**src/rtl/filt_sched.sv**
```systemverilog
// filt_sched: frame sequencer and result collector for the filt symmetric FIR.
// Issues the periodic FILTER strobe, counts outstanding requests against
// Push responses, buffers returned words in a 2-deep FIFO and raises sticky
// protocol error flags.
module filt_sched #(
  parameter int PERIOD  = 256,
  parameter int PHASE   = 128,
  parameter int SKIP    = 2,
  parameter int MAX_OUT = 2,
  parameter int TIMEOUT = 4096,
  parameter int DATA_W  = 16
) (
  input  logic              Clock,
  input  logic              Reset,
  input  logic              Enable,
  input  logic              ClrErr,
  output logic              FILTER,
  input  logic              Push,
  input  logic [DATA_W-1:0] Dout,
  output logic              OutValid,
  output logic [DATA_W-1:0] OutData,
  input  logic              OutReady,
  output logic [1:0]        Outstanding,
  output logic              OverrunErr,
  output logic              SpurErr,
  output logic              DropErr,
  output logic              TimeoutErr
);

  localparam int CNT_W  = (PERIOD > 1) ? $clog2(PERIOD) : 1;
  localparam int FIDX_W = (SKIP > 0) ? $clog2(SKIP + 1) : 1;

  localparam logic [CNT_W-1:0]  CNT_LAST  = CNT_W'(PERIOD - 1);
  localparam logic [CNT_W-1:0]  CNT_PHASE = CNT_W'(PHASE);
  localparam logic [FIDX_W-1:0] FIDX_SKIP = FIDX_W'(SKIP);
  localparam logic [1:0]        OUT_MAX   = 2'(MAX_OUT);
  localparam logic [15:0]       TO_LIMIT  = 16'(TIMEOUT);

  // Saturating increment of the response-timeout counter.
  function automatic logic [15:0] sat_inc(input logic [15:0] v);
    if (v >= TO_LIMIT) return TO_LIMIT;
    return v + 16'd1;
  endfunction

  logic [CNT_W-1:0]  cnt;
  logic [FIDX_W-1:0] fidx;
  logic [15:0]       tcnt;
  logic [15:0]       tcnt_nxt;
  logic [1:0]        fifo_cnt;
  logic [DATA_W-1:0] head;
  logic [DATA_W-1:0] tail;

  logic slot, issue, ovr_ev, dec, spur_ev, pop, drop_ev, to_clr, to_ev;

  assign OutValid = (fifo_cnt != 2'd0);
  assign OutData  = head;

  // Per-cycle events derived from the current registered state and inputs.
  always_comb begin
    slot     = Enable && (cnt == CNT_PHASE) && (fidx >= FIDX_SKIP);
    issue    = slot && (Outstanding != OUT_MAX);
    ovr_ev   = slot && (Outstanding == OUT_MAX);
    dec      = Push && (Outstanding != 2'd0);
    spur_ev  = Push && (Outstanding == 2'd0);
    pop      = OutValid && OutReady;
    drop_ev  = Push && (fifo_cnt == 2'd2) && !pop;
    to_clr   = Push || (Outstanding == 2'd0);
    tcnt_nxt = to_clr ? 16'd0 : sat_inc(tcnt);
    // Fires once on the transition into the limit, not while saturated.
    to_ev    = !to_clr && (tcnt != TO_LIMIT) && (tcnt_nxt == TO_LIMIT);
  end

  // Frame counter and saturating frame index; both frozen while Enable is low.
  always_ff @(posedge Clock) begin
    if (Reset) begin
      cnt  <= '0;
      fidx <= '0;
    end else if (Enable) begin
      if (cnt == CNT_LAST) begin
        cnt <= '0;
        if (fidx < FIDX_SKIP) fidx <= fidx + FIDX_W'(1);
      end else begin
        cnt <= cnt + CNT_W'(1);
      end
    end
  end

  // Registered FILTER strobe, outstanding-request count and timeout counter.
  always_ff @(posedge Clock) begin
    if (Reset) begin
      FILTER      <= 1'b0;
      Outstanding <= 2'd0;
      tcnt        <= 16'd0;
    end else begin
      FILTER      <= issue;
      Outstanding <= Outstanding + {1'b0, issue} - {1'b0, dec};
      tcnt        <= tcnt_nxt;
    end
  end

  // Two-entry result FIFO; head is the visible word and holds after draining.
  always_ff @(posedge Clock) begin
    if (Reset) begin
      fifo_cnt <= 2'd0;
      head     <= '0;
      tail     <= '0;
    end else begin
      case (fifo_cnt)
        2'd0: begin
          if (Push) begin
            head     <= Dout;
            fifo_cnt <= 2'd1;
          end
        end
        2'd1: begin
          if (Push && pop) begin
            head <= Dout;
          end else if (pop) begin
            fifo_cnt <= 2'd0;
          end else if (Push) begin
            tail     <= Dout;
            fifo_cnt <= 2'd2;
          end
        end
        default: begin
          // Full: a push without a pop is discarded (flagged below).
          if (pop) begin
            head <= tail;
            if (Push) tail <= Dout;
            else      fifo_cnt <= 2'd1;
          end
        end
      endcase
    end
  end

  // Sticky error flags; a new event wins over a same-cycle clear.
  always_ff @(posedge Clock) begin
    if (Reset) begin
      OverrunErr <= 1'b0;
      SpurErr    <= 1'b0;
      DropErr    <= 1'b0;
      TimeoutErr <= 1'b0;
    end else begin
      OverrunErr <= (OverrunErr & ~ClrErr) | ovr_ev;
      SpurErr    <= (SpurErr    & ~ClrErr) | spur_ev;
      DropErr    <= (DropErr    & ~ClrErr) | drop_ev;
      TimeoutErr <= (TimeoutErr & ~ClrErr) | to_ev;
    end
  end

endmodule

```
**config.mk**
```make
export PLATFORM = sky130hd
export DESIGN_NAME = filt_sched
export DESIGN_NICKNAME = d
export VERILOG_FILES = /design/src/rtl/filt_sched.sv
export SDC_FILE = /design/constraint.sdc
export NUM_CORES = 1
export LEC_CHECK = 0
export ABC_AREA = 1
export CORE_MARGIN = 2
export CORE_UTILIZATION = 40
export DETAILED_ROUTE_END_ITERATION = 6
export GPL_TIMING_DRIVEN = 0
export PLACE_DENSITY_LB_ADDON = 0.3
export SKIP_CTS_REPAIR_TIMING = 1
export SLEW_MARGIN = 0
export SYNTH_ARGS = -nofsm -noshare
export SYNTH_HDL_FRONTEND = slang
export SYNTH_SLANG_ARGS = --single-unit
export TNS_END_PERCENT = 100
```
**constraint.sdc**
```tcl
create_clock -name Clock -period 1.8 [get_ports Clock]
set_clock_uncertainty 0.1 [all_clocks]
set_input_delay 0.45 -clock Clock [delete_from_list [all_inputs] [get_ports Clock]]
set_output_delay 0.45 -clock Clock [all_outputs]
set_load 0.01 [all_outputs]
```
Word-level counts from Yosys, hierarchy flattened
Cells that the tools add are included.

Add/sub/neg operators: 5. Magnitude comparators: 3. Eq/ne operators: 14. Muxes and demuxes: 21. Bitwise logic cells: 10. Reduce and logical (&&, ||, !) cells: 25.

Operators with widths (number): 16-bit two-way mux (10); 16-bit one-hot mux with 2 select lines (2); 16-bit by 1-bit adder with 16-bit output, second input constant (1); 16-bit by 13-bit == test with 1-bit output, second input constant (1); 8-bit == test, second input constant (2); 16-bit by 13-bit >= comparator with 1-bit output, second input constant (1); 16-bit by 13-bit != test with 1-bit output, second input constant (1); 1-bit logical AND (12); 2-bit two-way mux (6); 2-bit != test, second input constant (5); 8-bit by 1-bit adder with 8-bit output, second input constant (1); 8-bit two-way mux (1); 3-bit AND reduction (2); 2-bit nonzero test (3); 5-bit AND reduction (1); 1-bit bitwise AND (4); 2-bit == test, second input constant (2); 2-bit zero test (2); 1-bit OR (4); 2-bit one-hot mux with 2 select lines (1); 4-bit AND reduction (1); 3-bit by 1-bit != test with 1-bit output, second input constant (1); 3-bit != test, second input constant (1); 3-bit nonzero test (1); other kinds (10) (12).

Flip-flop bits (word level): 67. Input bits: 22. Output and inout bits: 24. Word-level logic and storage cells: 90.

Logic depth before layout (Yosys ltp)
Depth in word-level cells: 7. Mapped depth: 11. Depth with buffers taken out: 11.

Least setup slack after synthesis
No wires, ideal clock.

Kind: reg-to-reg. From: register cnt[1]. To: register Outstanding[1]. Library setup time: 129 ps. Arrival time: 1696 ps. Setup slack: -125 ps. Cell stages (with the launch flop): 12. Buffers on the path: 0. Cell sequence: dfxtp_1 inv_1 ha_1 nand4_1 nor3_1 o21ai_0 ha_1 inv_1 ha_1 xor2_1 o21ai_0 a21oi_1.

Longest elaborated chain between the ends: 6.

Ends and longest elaborated chain: start: declaration (RTL line 45) `logic [CNT_W-1:0] cnt;`; start signal: assignment (RTL line 83) `cnt <= cnt + CNT_W'(1);`; 8-bit == test (RTL line 60) `slot = Enable && (cnt == CNT_PHASE) && (fidx >= FIDX_SKIP);`; 1-bit logical AND (2 in series) (RTL line 60); 1-bit logical AND (RTL line 61) `issue = slot && (Outstanding != OUT_MAX);`; 2-bit by 1-bit adder with 2-bit output (RTL line 96) `Outstanding <= Outstanding + {1'b0, issue} - {1'b0, dec};`; 2-bit by 1-bit subtractor with 2-bit output (RTL line 96); end signal: assignment (RTL line 96); end: declaration (RTL line 23) `output logic [1:0] Outstanding,`.

No other way between the ends. A chain may end at the register's enable or synchronous reset.

Worst setup path in the final report
Ends and elaborated chain as after synthesis.

==> metrics.txt <==
run status=finished, violations left; failing checks=negative setup slack; number of synthesized flops with an enable pin=0; CP Class=reg -> reg; fin crit period=1.94 ns; gp weighted congestion=0.815; CTS Sinks=67; reg2reg start=cnt[1]; Syn Std Cell Area=0.00292 mm^2; Setup Viol. Count Final=2; Min-Delay Path Class=reg -> reg; largest net degree at the start of global routing=13; Setup crit start=cnt[1]; Slew Viols, Final=0; global-route wire length before repair=11,200 um; final worst path period share=1.08; Top FF cell, synth=dfxtp_1; Synth Area in XOR/XNOR=0.0330; Synth area leaders=dfxtp_1, nor2_1, nand2_1; TritonCTS clock tree=yes; Pleak=0.00172 uW; Post-DRT Antenna Nets=0; Die Span Y=89.4 um; Hold Path Stages=2; htree depth=3; Buffers on Ports=45; synthesized netlist cell count=385; layout cells sized above 1=0.140; simple-gate portion of the synthesized area=0.262; initial antenna violation count=0; Layout Nets=475; pwr dens=940 mW/mm^2; #FFs+latches synth=67; via count=2,618; Avg WL per Cell=12.2 um; cells on worst reg2reg path=11; CP Capture Type=register; adder-cell share of the synthesized area=0.0300; Yosys warning total=0; CP max stage cell=dfxtp_4; RSZ-0062 raised after global routing=yes; critical-path cell list=inv_4, ha_4, nand4_1, nor3_2, o21ai_1, ha_1, inv_2, ha_4, xor2_2, o21ai_1, a21oi_1; delay-heaviest family, CP=adder cells; Hold Crit Start=OverrunErr; number of core rows=31; top cell type's share of synthesized area=0.459; Worst Path Max Fanout=3; drt total wl=6710 um; die footprint=0.00800 mm^2; stages on the worst setup path=11; max incr delay on CP=0.36 ns; max_cap viols=0; hpwl dp=4740 um; Peak Freq=0.515 GHz; largest family of logic cells by synthesized area=simple AND/OR/NAND/NOR gates; vias in the first global route=2,520; Worst-Skew Late Latency=0.34 ns; CORE AREA=0.00718 mm^2; DR vias/cell=4.77; CP arrival=2.11 ns; asr flop ratio synth=0; total global routing overflow=0; CTS root buffer=clkbuf_8; Worst Max-Slew Pin Slew=0.568 ns; syn_area_per_cell=7.58 um^2; synth unique cells=30; Critical Path Start Type=register; Tot GR Track Use=0.183; final worst slack=-0.142 ns; area leader, netlist=dfxtp_1; Antenna Diode Count=0; area grow syn2layout=32.6%; hold slack=0.370 ns; clock buffer depth=2; final core utilization=0.539; CTS clk-pin slew, worst paths=0.07 ns; Slew HR=0.621; Synth Area in Compound Gates=0.146; CTS buffer count=9; Seq/Total Area, Yosys=0.459; VDD IR max=0.000457 V; initial core utilization=0.407; Starting DRT DRC Count=100; DIE WIDTH=89.4 um; final number of hold-violating endpoints=0; multiplexer share of the synthesized area=0; Top Ports=46; worst path required time=1.97 ns; post-place setup slack=-0.735 ns; Critical path buffers and inverters=2; DRC=0; Detailed Routing Iterations Pass 1=4
flip-flops by register name (all words and copies together) (netlist names):
name and cells:
DropErr 1, Outstanding 2, tcnt 16, OverrunErr 1, TimeoutErr 1, SpurErr 1
OutData 16, fidx 2, cnt 8, fifo_cnt 2, FILTER 1, tail 16
cells by family (layout without fill, tap and decap cells):
logic type,Yosys count,after routing
and+or+nand+nor,174,174
AOI/OAI and AO/OA,76,76
DFF,67,67
buffers and inverters,49,112
xor gates and xnor gates,11,11
adders and majority gates,7,7
other,1,3
final cells by class:
type,instances,area [um^2]
flip-flops and latches,67,1350
repair buffers,48,518
inverters,35,134
well taps,99,124
clock buffers,9,124
plain buffers,14,70.1
multi-input cells,271,1440
fillers,689,3300
clock inverters,6,114
per-layer routing:
layer / GRT usage / vias to the layer above / part of all wire
li1: - / 1378 / -
met1: 0.231 / 1171 / 0.47
met2: 0.294 / 56 / 0.46
met3: 0.0480 / 13 / 0.053
met4: 0.0814 / 0 / 0.020
met5: 0 / - / 0
cells in the final DEF (no fill, tap or decap), drive strengths merged:
| cell | count |
|---|---|
| nand3 | 13 |
| ha | 7 |
| a31oi | 18 |
| inv | 36 |
| xnor2 | 2 |
| nand4 | 5 |
| a211oi | 1 |
| nor2 | 71 |
| nand2 | 66 |
| xor2 | 9 |
| nor3 | 18 |
| a21oi | 10 |
| buf | 10 |
| bufinv | 3 |
| dlymetal6s2s | 18 |
| conb | 3 |
| clkbuf | 16 |
| clkinvlp | 2 |
| nor3b | 1 |
| dfxtp | 67 |
| o21a | 1 |
| o21ai | 46 |
| clkdlybuf4s50 | 27 |
Yosys cell counts (7+ instances only):
cell,n
nor3_1,14
dfxtp_1,67
xor2_1,9
nand3_1,12
nand2_1,63
a21oi_1,8
inv_1,32
nor2_1,67
a31oi_1,18
o21ai_0,41
ha_1,7
clkbuf_1,8
stage by stage:
stage | setup TNS [ns] | power, uW | cells | cell area, um^2
final | -0.258 | 3640 | 549 | 3870
after detailed placement | -18.95 | 2150 | 531 | 3510
after CTS | -3.50 | 3660 | 546 | 3750
after floorplan | -0.0259 | 1920 | 387 | 2940
after global routing | -0.540 | 3790 | 549 | 3870
after global placement | -17.24 | 2140 | 531 | 3510
worst reg2reg max path, delay by kind of cell, from the launching register on:
kind | cells | cell delay, ns
buf+inv | 2 | 0.13
xor+xnor | 1 | 0.17
flops | 1 | 0.36
compound gates | 3 | 0.31
simple gates | 2 | 0.25
fa+ha+maj | 3 | 0.55
path summary, 6_finish.rpt:
path	endpoint	slack, ns
worst max-delay path	Outstanding[1]	-0.14
worst min-delay path	OverrunErr	0.37
worst max register to register	Outstanding[1]	-0.14
worst min register to register	OverrunErr	0.37
power by group:
| group | internal [uW] | total [uW] | switching (uW) |
|---|---|---|---|
| Clock | 917 | 1500 | 588 |
| Combinational | 232 | 497 | 265 |
| Sequential | 1570 | 1640 | 63.3 |
Power figures use the tool's default switching activity.
